$ cat src/rtl/conv_mac_pkg.sv
// Shared sizing helpers and the fixed-point rounding/saturation used by the MAC core.
package conv_mac_pkg;

    function automatic int acc_width(int din_p0, int w_p0, int roll_in, int icd);
        return din_p0 + w_p0 + $clog2(roll_in * icd) + 1;
    endfunction

    function automatic int acc_frac(int din_p1, int w_p1);
        return din_p1 + w_p1;
    endfunction

    // Floor toward -inf by arithmetic shift, then clamp to an out_p0-bit signed range.
    function automatic logic signed [63:0] round_sat(logic signed [63:0] acc, int shift, int out_p0);
        logic signed [63:0] v;
        logic signed [63:0] hi;
        logic signed [63:0] lo;
        v  = (shift >= 0) ? (acc >>> shift) : (acc <<< (-shift));
        hi = (64'sd1 <<< (out_p0 - 1)) - 64'sd1;
        lo = -(64'sd1 <<< (out_p0 - 1));
        if (v > hi)
            v = hi;
        else if (v < lo)
            v = lo;
        return v;
    endfunction

endpackage

$ cat src/rtl/conv_mac_core_if.sv
// Window, weight, bias and result streams of conv_mac_core, each with valid/ready.
interface conv_mac_core_if #(
    parameter int DATA_IN_0_PRECISION_0    = 16,
    parameter int WEIGHT_PRECISION_0       = 8,
    parameter int BIAS_PRECISION_0         = 8,
    parameter int DATA_OUT_0_PRECISION_0   = 8,
    parameter int ROLL_IN_NUM              = 8,
    parameter int ROLL_OUT_NUM             = 4,
    parameter int OUT_CHANNELS_PARALLELISM = 2
);
    logic [ROLL_IN_NUM-1:0][DATA_IN_0_PRECISION_0-1:0]                 data_in_0;
    logic                                                              data_in_0_valid;
    logic                                                              data_in_0_ready;
    logic [ROLL_OUT_NUM*OUT_CHANNELS_PARALLELISM-1:0][WEIGHT_PRECISION_0-1:0] weight;
    logic                                                              weight_valid;
    logic                                                              weight_ready;
    logic [OUT_CHANNELS_PARALLELISM-1:0][BIAS_PRECISION_0-1:0]         bias;
    logic                                                              bias_valid;
    logic                                                              bias_ready;
    logic [OUT_CHANNELS_PARALLELISM-1:0][DATA_OUT_0_PRECISION_0-1:0]   data_out_0;
    logic                                                              data_out_0_valid;
    logic                                                              data_out_0_ready;

    modport slave (
        input  data_in_0, data_in_0_valid, weight, weight_valid, bias, bias_valid, data_out_0_ready,
        output data_in_0_ready, weight_ready, bias_ready, data_out_0, data_out_0_valid
    );

    modport master (
        output data_in_0, data_in_0_valid, weight, weight_valid, bias, bias_valid, data_out_0_ready,
        input  data_in_0_ready, weight_ready, bias_ready, data_out_0, data_out_0_valid
    );
endinterface

$ cat src/rtl/chunk_roller.sv
// Holds one im2col window and hands it out as IN_NUM/OUT_NUM chunks, one per accepted beat.
module chunk_roller #(
    parameter int P0      = 16,
    parameter int IN_NUM  = 8,
    parameter int OUT_NUM = 4
) (
    input  logic                         clk,
    input  logic                         rst,
    input  logic [IN_NUM-1:0][P0-1:0]    win_i,
    input  logic                         win_valid_i,
    output logic                         win_ready_o,
    output logic [OUT_NUM-1:0][P0-1:0]   chunk_o,
    output logic                         chunk_valid_o,
    input  logic                         chunk_ready_i
);
    localparam int NCH = IN_NUM / OUT_NUM;
    localparam int CW  = (NCH > 1) ? $clog2(NCH) : 1;

    logic [IN_NUM-1:0][P0-1:0] win_q, win_d;
    logic [CW-1:0]             idx_q, idx_d;
    logic                      full_q, full_d;
    logic                      take, last_idx;

    assign take          = full_q && chunk_ready_i;
    assign last_idx      = (idx_q == CW'(NCH - 1));
    // A new window may land in the same cycle the last chunk leaves.
    assign win_ready_o   = rst && (!full_q || (take && last_idx));
    assign chunk_valid_o = full_q;
    assign chunk_o       = win_q[idx_q*OUT_NUM +: OUT_NUM];

    always_comb begin
        win_d  = win_q;
        idx_d  = idx_q;
        full_d = full_q;
        if (take) begin
            idx_d = last_idx ? '0 : idx_q + CW'(1);
            if (last_idx)
                full_d = 1'b0;
        end
        if (win_valid_i && win_ready_o) begin
            win_d  = win_i;
            idx_d  = '0;
            full_d = 1'b1;
        end
    end

    always_ff @(posedge clk or negedge rst) begin
        if (!rst) begin
            win_q  <= '0;
            idx_q  <= '0;
            full_q <= 1'b0;
        end else begin
            win_q  <= win_d;
            idx_q  <= idx_d;
            full_q <= full_d;
        end
    end
endmodule

$ cat src/rtl/conv_mac_core.sv
// Chunked MAC over all input-channel groups with replay for later output groups, bias, round/saturate.
module conv_mac_core #(
    parameter int DATA_IN_0_PRECISION_0    = 16,
    parameter int DATA_IN_0_PRECISION_1    = 3,
    parameter int WEIGHT_PRECISION_0       = 8,
    parameter int WEIGHT_PRECISION_1       = 4,
    parameter int BIAS_PRECISION_0         = 8,
    parameter int BIAS_PRECISION_1         = 4,
    parameter int DATA_OUT_0_PRECISION_0   = 8,
    parameter int DATA_OUT_0_PRECISION_1   = 4,
    parameter int ROLL_IN_NUM              = 8,
    parameter int ROLL_OUT_NUM             = 4,
    parameter int IN_CHANNELS_DEPTH        = 2,
    parameter int OUT_CHANNELS_PARALLELISM = 2,
    parameter int OUT_CHANNELS_DEPTH       = 2,
    parameter int HAS_BIAS                 = 1
) (
    input logic           clk,
    input logic           rst,
    conv_mac_core_if.slave io
);
    import conv_mac_pkg::*;

    localparam int DIN_P0   = DATA_IN_0_PRECISION_0;
    localparam int W_P0     = WEIGHT_PRECISION_0;
    localparam int B_P0     = BIAS_PRECISION_0;
    localparam int OUT_P0   = DATA_OUT_0_PRECISION_0;
    localparam int OCP      = OUT_CHANNELS_PARALLELISM;
    localparam int OCD      = OUT_CHANNELS_DEPTH;
    localparam int NCH      = ROLL_IN_NUM / ROLL_OUT_NUM;
    localparam int NACC     = IN_CHANNELS_DEPTH * NCH;
    localparam int ACC_W    = acc_width(DIN_P0, W_P0, ROLL_IN_NUM, IN_CHANNELS_DEPTH);
    localparam int ACC_FRAC = acc_frac(DATA_IN_0_PRECISION_1, WEIGHT_PRECISION_1);
    localparam int BIAS_SH  = ACC_FRAC - BIAS_PRECISION_1;
    localparam int OUT_SH   = ACC_FRAC - DATA_OUT_0_PRECISION_1;
    localparam int PW       = DIN_P0 + W_P0;
    localparam int CW       = (NACC > 1) ? $clog2(NACC) : 1;
    localparam int GW       = (OCD > 1) ? $clog2(OCD) : 1;

    typedef logic [ROLL_OUT_NUM-1:0][DIN_P0-1:0] chunk_t;
    typedef logic signed [ACC_W-1:0]             acc_t;

    chunk_t                     roll_chunk, cur_chunk;
    logic                       roll_valid, roll_ready, roll_in_ready;
    chunk_t                     buf_q [NACC];
    logic [CW-1:0]              cnt_q, cnt_d;
    logic [GW-1:0]              grp_q, grp_d;
    acc_t                       acc_q [OCP];
    acc_t                       acc_d [OCP];
    acc_t                       mac   [OCP];
    logic [OCP-1:0][OUT_P0-1:0] res, out_q, out_d;
    logic                       out_vld_q, out_vld_d;
    logic                       replay, last, out_free, fire;

    acc_t                       sum;
    logic signed [PW-1:0]       prod;
    logic signed [DIN_P0-1:0]   d_s;
    logic signed [W_P0-1:0]     w_s;
    logic signed [B_P0-1:0]     b_s;

    chunk_roller #(
        .P0      (DIN_P0),
        .IN_NUM  (ROLL_IN_NUM),
        .OUT_NUM (ROLL_OUT_NUM)
    ) u_roller (
        .clk           (clk),
        .rst           (rst),
        .win_i         (io.data_in_0),
        .win_valid_i   (io.data_in_0_valid && !replay),
        .win_ready_o   (roll_in_ready),
        .chunk_o       (roll_chunk),
        .chunk_valid_o (roll_valid),
        .chunk_ready_i (roll_ready)
    );

    // Groups after the first reuse the buffered chunks; the live window path is frozen meanwhile.
    assign replay    = (grp_q != '0);
    assign last      = (cnt_q == CW'(NACC - 1));
    assign cur_chunk = replay ? buf_q[cnt_q] : roll_chunk;
    assign out_free  = !out_vld_q || io.data_out_0_ready;
    assign fire      = rst && (replay || roll_valid) && io.weight_valid
                       && (HAS_BIAS == 0 || !last || io.bias_valid) && out_free;
    assign roll_ready = fire && !replay;

    assign io.weight_ready     = fire;
    assign io.bias_ready       = (HAS_BIAS != 0) && fire && last;
    assign io.data_in_0_ready  = roll_in_ready && !replay;
    assign io.data_out_0       = out_q;
    assign io.data_out_0_valid = out_vld_q;

    always_comb begin
        sum  = '0;
        prod = '0;
        d_s  = '0;
        w_s  = '0;
        b_s  = '0;
        for (int o = 0; o < OCP; o++) begin
            sum = (cnt_q == '0) ? '0 : acc_q[o];
            for (int i = 0; i < ROLL_OUT_NUM; i++) begin
                d_s  = cur_chunk[i];
                w_s  = io.weight[o*ROLL_OUT_NUM + i];
                prod = PW'(d_s) * PW'(w_s);
                sum  = sum + ACC_W'(prod);
            end
            b_s = io.bias[o];
            if (HAS_BIAS != 0 && last)
                sum = sum + (ACC_W'(b_s) <<< BIAS_SH);
            mac[o] = sum;
            res[o] = OUT_P0'(round_sat(64'(sum), OUT_SH, OUT_P0));
        end
    end

    always_comb begin
        cnt_d     = cnt_q;
        grp_d     = grp_q;
        out_vld_d = out_vld_q;
        out_d     = out_q;
        acc_d     = acc_q;
        if (out_vld_q && io.data_out_0_ready)
            out_vld_d = 1'b0;
        if (fire) begin
            acc_d = mac;
            if (last) begin
                cnt_d     = '0;
                grp_d     = (grp_q == GW'(OCD - 1)) ? '0 : grp_q + GW'(1);
                out_vld_d = 1'b1;
                out_d     = res;
            end else begin
                cnt_d = cnt_q + CW'(1);
            end
        end
    end

    always_ff @(posedge clk or negedge rst) begin
        if (!rst) begin
            cnt_q     <= '0;
            grp_q     <= '0;
            acc_q     <= '{default: '0};
            out_q     <= '0;
            out_vld_q <= 1'b0;
        end else begin
            cnt_q     <= cnt_d;
            grp_q     <= grp_d;
            acc_q     <= acc_d;
            out_q     <= out_d;
            out_vld_q <= out_vld_d;
        end
    end

    // Replay contents are always rewritten by group 0 before use, so no reset is needed.
    always_ff @(posedge clk) begin
        if (fire && !replay)
            buf_q[cnt_q] <= roll_chunk;
    end
endmodule

$ cat src/flat_wrapper.sv
// flat-port wrapper written by rule: the top's interface ports become plain ports
module conv_mac_core_flat import conv_mac_pkg::*;
#(
    parameter int DATA_IN_0_PRECISION_0    = 16,
    parameter int DATA_IN_0_PRECISION_1    = 3,
    parameter int WEIGHT_PRECISION_0       = 8,
    parameter int WEIGHT_PRECISION_1       = 4,
    parameter int BIAS_PRECISION_0         = 8,
    parameter int BIAS_PRECISION_1         = 4,
    parameter int DATA_OUT_0_PRECISION_0   = 8,
    parameter int DATA_OUT_0_PRECISION_1   = 4,
    parameter int ROLL_IN_NUM              = 8,
    parameter int ROLL_OUT_NUM             = 4,
    parameter int IN_CHANNELS_DEPTH        = 2,
    parameter int OUT_CHANNELS_PARALLELISM = 2,
    parameter int OUT_CHANNELS_DEPTH       = 2,
    parameter int HAS_BIAS                 = 1
)
  (clk, rst, io_data_in_0, io_data_in_0_valid, io_weight, io_weight_valid, io_bias, io_bias_valid, io_data_out_0_ready, io_data_in_0_ready, io_weight_ready, io_bias_ready, io_data_out_0, io_data_out_0_valid);
  conv_mac_core_if #(.DATA_IN_0_PRECISION_0(DATA_IN_0_PRECISION_0), .WEIGHT_PRECISION_0(WEIGHT_PRECISION_0), .BIAS_PRECISION_0(BIAS_PRECISION_0), .DATA_OUT_0_PRECISION_0(DATA_OUT_0_PRECISION_0), .ROLL_IN_NUM(ROLL_IN_NUM), .ROLL_OUT_NUM(ROLL_OUT_NUM), .OUT_CHANNELS_PARALLELISM(OUT_CHANNELS_PARALLELISM)) io_i ();
  input logic clk;
  input logic rst;
  input wire logic [$bits(io_i.data_in_0)-1:0] io_data_in_0;
  input wire logic [$bits(io_i.data_in_0_valid)-1:0] io_data_in_0_valid;
  input wire logic [$bits(io_i.weight)-1:0] io_weight;
  input wire logic [$bits(io_i.weight_valid)-1:0] io_weight_valid;
  input wire logic [$bits(io_i.bias)-1:0] io_bias;
  input wire logic [$bits(io_i.bias_valid)-1:0] io_bias_valid;
  input wire logic [$bits(io_i.data_out_0_ready)-1:0] io_data_out_0_ready;
  output wire logic [$bits(io_i.data_in_0_ready)-1:0] io_data_in_0_ready;
  output wire logic [$bits(io_i.weight_ready)-1:0] io_weight_ready;
  output wire logic [$bits(io_i.bias_ready)-1:0] io_bias_ready;
  output wire logic [$bits(io_i.data_out_0)-1:0] io_data_out_0;
  output wire logic [$bits(io_i.data_out_0_valid)-1:0] io_data_out_0_valid;
  assign io_i.data_in_0 = io_data_in_0;
  assign io_i.data_in_0_valid = io_data_in_0_valid;
  assign io_i.weight = io_weight;
  assign io_i.weight_valid = io_weight_valid;
  assign io_i.bias = io_bias;
  assign io_i.bias_valid = io_bias_valid;
  assign io_i.data_out_0_ready = io_data_out_0_ready;
  assign io_data_in_0_ready = io_i.data_in_0_ready;
  assign io_weight_ready = io_i.weight_ready;
  assign io_bias_ready = io_i.bias_ready;
  assign io_data_out_0 = io_i.data_out_0;
  assign io_data_out_0_valid = io_i.data_out_0_valid;
  conv_mac_core #(.DATA_IN_0_PRECISION_0(DATA_IN_0_PRECISION_0), .DATA_IN_0_PRECISION_1(DATA_IN_0_PRECISION_1), .WEIGHT_PRECISION_0(WEIGHT_PRECISION_0), .WEIGHT_PRECISION_1(WEIGHT_PRECISION_1), .BIAS_PRECISION_0(BIAS_PRECISION_0), .BIAS_PRECISION_1(BIAS_PRECISION_1), .DATA_OUT_0_PRECISION_0(DATA_OUT_0_PRECISION_0), .DATA_OUT_0_PRECISION_1(DATA_OUT_0_PRECISION_1), .ROLL_IN_NUM(ROLL_IN_NUM), .ROLL_OUT_NUM(ROLL_OUT_NUM), .IN_CHANNELS_DEPTH(IN_CHANNELS_DEPTH), .OUT_CHANNELS_PARALLELISM(OUT_CHANNELS_PARALLELISM), .OUT_CHANNELS_DEPTH(OUT_CHANNELS_DEPTH), .HAS_BIAS(HAS_BIAS)) u_core (.clk(clk), .rst(rst), .io(io_i));
endmodule
$ cat config.mk
export PLATFORM = sky130hd
export DESIGN_NAME = conv_mac_core_flat
export DESIGN_NICKNAME = d
export VERILOG_FILES = /design/src/rtl/conv_mac_pkg.sv /design/src/rtl/conv_mac_core_if.sv /design/src/rtl/chunk_roller.sv /design/src/rtl/conv_mac_core.sv /design/src/flat_wrapper.sv
export SDC_FILE = /design/constraint.sdc
export NUM_CORES = 2
export LEC_CHECK = 0
export BUFFER_PORTS_ARGS = -buffer_cell sky130_fd_sc_hd__buf_2
export CORE_ASPECT_RATIO = 1.4
export CORE_MARGIN = 8
export CORE_UTILIZATION = 46
export DETAILED_ROUTE_END_ITERATION = 10
export GPL_ROUTABILITY_DRIVEN = 0
export PLACE_DENSITY = 0.76
export SETUP_SLACK_MARGIN = 0.15
export SLEW_MARGIN = 40
export SYNTH_ARGS = -nofsm -noshare
export SYNTH_HDL_FRONTEND = slang
export SYNTH_SLANG_ARGS = --single-unit
$ cat constraint.sdc
create_clock -name clk -period 10.2 [get_ports clk]
set_input_delay 2.04 -clock clk [delete_from_list [all_inputs] [get_ports clk]]
set_output_delay 2.04 -clock clk [all_outputs]
set_load 0.1 [all_outputs]
==> run metrics <==
outcome=complete, but fails checks; failing checks=negative setup slack; worst-path fanout max=8; Initial DRT Pass Iterations=5; antenna viol nets, final=0; most used cell, CP=fa_1; all-layer global routing usage=0.237; RSZ-0062 raised after global routing=true; DP Area=around 0.073 mm²; H-tree depth=2; post-route cell area=between 0.07 and 0.08 mm²; dpl hpwl=approximately 150 mm; largest net degree at the start of global routing=86; Cell variety after synth=a little over 80; Fmax achieved=~90 MHz; CTS tree=yes; Post-synth EDFFs=roughly 260; Mapped Area=about 0.063 mm²; CTS Buf Count=47; Clock Skew=around 38 ps; final WL=between 150 and 200 mm; r2r startpoint=u_core.cnt_q[0]$_DFFE_PN0P_; Ports=about 230; CTS Hold Bufs=0; max incr delay on CP=roughly 600 ps; # nets final=between 8000 and 9000; Via density=5.28; Synth Flop Type=edfxtp_1; final core occ=0.557; fin cells=between 8000 and 9000; Slew @ Worst Pin=832 ps; Crit path required time=10700 ps; asr flop ratio synth=0.448; top-area cell type share of the netlist area=0.391; Core Rows=approximately 160; Clock Sinks=~460; fin crit share=1.06; max_cap viols=0; CP max stage cell=fa_1; R2R setup slack=-660 ps; first-pass GRT wire length=279 mm; die area=0.150 mm²; min-delay worst type=flip-flop to flip-flop; critical path class=flip-flop to flip-flop; hold_ws=470 ps; CTS max path bufs=3; Synth Register Bits=about 460; drt first-iter violations=about 3000; Post-Syn Nets=just under 8000; FF-to-FF End=u_core.io.data_out_0[4]$_DFFE_PN0P_; worst-skew pair later-pin latency=between 600 and 700 ps; largest area contributor in the synthesized netlist=fa_1; antenna violations before repair=39; input/output buffers=between 200 and 250; Seq/Total Area, Yosys=0.204; die height=around 460 µm; Pins Over Slew Limit=0; CTS root buffer=clkbuf_16; Post-Syn Instances=between 5000 and 6000; Synth Area per Inst=10.6 µm²; Tmin final=approximately 11000 ps; Final Worst Setup Slack=-658 ps; Syn-to-layout area delta=20.7%; Clk pin slew, worst setup/hold paths=~70 ps; Starting Density=0.462; largest cells by area after synthesis=fa_1 39%, edfxtp_1 12%, dfrtp_1 8.2%; Hold Path End=u_core.acc_q[1]$_DFFE_PN0P_; Startpoint Class=flip-flop; vias in the first global route=around 51000; CORE AREA=~0.14 mm²; grt ovf=0; Arrival @ worst endpoint=around 11000 ps; placed cell count=approximately 8500; Final Hold Viols=0; critical path endpoint category=flip-flop; relative slew slack=0.445; via count=about 46000; synth warn=0; Final setup viols=18; hold path cells=2; worst reg-to-reg path cell count=42; count leader, synth=inv_1; top post-synthesis cells by count=1280 x inv_1, 1238 x fa_1, 688 x nand2_1; Min-Delay Startpoint=u_core.acc_q[1]$_DFFE_PN0P_; layout cells sized above 1=0.263; # DRC=0; die width=between 300 and 400 µm; per-cell routed wire length=20.2 µm
==> cells by family (layout without fill, tap and decap cells) <==
family,Yosys count,count (layout),synth area share
flops,464,464,0.204
xor+xnor,108,108,0.0151
mux,349,350,0.0730
other cells,0,23,0
fa+ha+maj,1532,1532,0.449
simple gates,1568,1568,0.123
compound gates,421,421,0.0452
buf+inv,1519,2434,0.0904
==> layout by cell type, fill, tap and decap left out, types with 19 or more instances in the layout <==
cell type / instances
nand3_1: 19
diode_2: 23
and2_4: 34
xnor2_1: 66
ha_1: 258
nand4_1: 22
o211ai_1: 21
a21oi_2: 29
nand2b_1: 83
buf_12: 54
buf_4: 752
nor2_1: 97
mux4_2: 64
fa_2: 40
o21ai_0: 64
a21o_1: 35
edfxtp_1: 256
o21ai_2: 20
xor2_1: 29
mux2_2: 226
a21oi_1: 65
fa_1: 1198
dfrtp_1: 204
and2_1: 413
inv_1: 1255
nand2_1: 668
clkbuf_16: 49
mux2_4: 41
nor2b_1: 95
buf_2: 232
inv_2: 24
o21ai_1: 20
ha_4: 31
nor3_1: 22
==> stage by stage <==
step                setup slack [ps]  TNS [ps]
global route                    -913    -14020
floorplan                      -57.5      -375
detailed placement             -1290    -22250
finish                          -658     -9030
CTS                             -483     -6760
global placement               -1300    -20600
==> layout make-up <==
class                      instances  area (µm²)
fill                           10875       60700
antenna                           23        57.6
timing repair buffer            1064        8270
sequential                       464       12900
clock buffer                      67        1350
multi-input combinational       3979       46600
clock inverter                    21         215
tap                             1793        2240
inverter                        1282        4820
==> per-layer routing <==
| layer | vias to the layer above | track usage | part of all wire |
|---|---|---|---|
| li1 | 20102 | - | - |
| met4 | 26 | 0.126 | 0.069 |
| met3 | 541 | 0.0471 | 0.071 |
| met2 | 1653 | 0.409 | 0.49 |
| met1 | 23588 | 0.280 | 0.37 |
| met5 | - | 0 | 0.00083 |
==> critical path: cells and delay by family (launching register included) <==
| family | cells | cell delay (ps) |
|---|---|---|
| adders and majority gates | 10 | 4650 |
| xor gates and xnor gates | 2 | 420 |
| AOI/OAI and AO/OA | 10 | 2000 |
| and+or+nand+nor | 6 | 1010 |
| DFF | 1 | 530 |
| buffers and inverters | 12 | 1340 |
| muxes | 2 | 730 |
==> registers in the layout (all words and copies together), names as in the netlist <==
register,cells
u_core.buf_q,256
u_core.u_roller.win_q,128
u_core.acc_q,58
u_core.io.data_out_0,16
u_core.cnt_q,2
u_core.grp_q,1
u_core.io.data_out_0_valid,1
u_core.u_roller.chunk_valid_o,1
u_core.u_roller.idx_q,1
==> what timing repair did <==
item / 4_1_cts / 5_1_grt
pin swaps: 89 / 67
gates resized for setup: 160 / 111
buffers inserted: 40 / 41
cloned: 4 / 2
endpoints found under the setup margin: 22 / 34
==> worst max path at each step <==
| stage | start | to | slack (ps) |
|---|---|---|---|
| after global placement | io_weight[2] | u_core.io.data_out_0[3]$_DFFE_PN0P_ | -1300 |
| after floorplan | io_weight[25] | u_core.io.data_out_0[2]$_DFFE_PN0P_ | -60 |
| after global routing | u_core.cnt_q[0]$_DFFE_PN0P_ | u_core.io.data_out_0[3]$_DFFE_PN0P_ | -910 |
| after CTS | u_core.cnt_q[0]$_DFFE_PN0P_ | u_core.io.data_out_0[13]$_DFFE_PN0P_ | -480 |
| after detailed placement | io_weight[2] | u_core.io.data_out_0[3]$_DFFE_PN0P_ | -1290 |
| final | u_core.cnt_q[0]$_DFFE_PN0P_ | u_core.io.data_out_0[4]$_DFFE_PN0P_ | -660 |
Power is not shown: default switching activity piles up to over one toggle a cycle in this logic, so the estimate is an artifact.
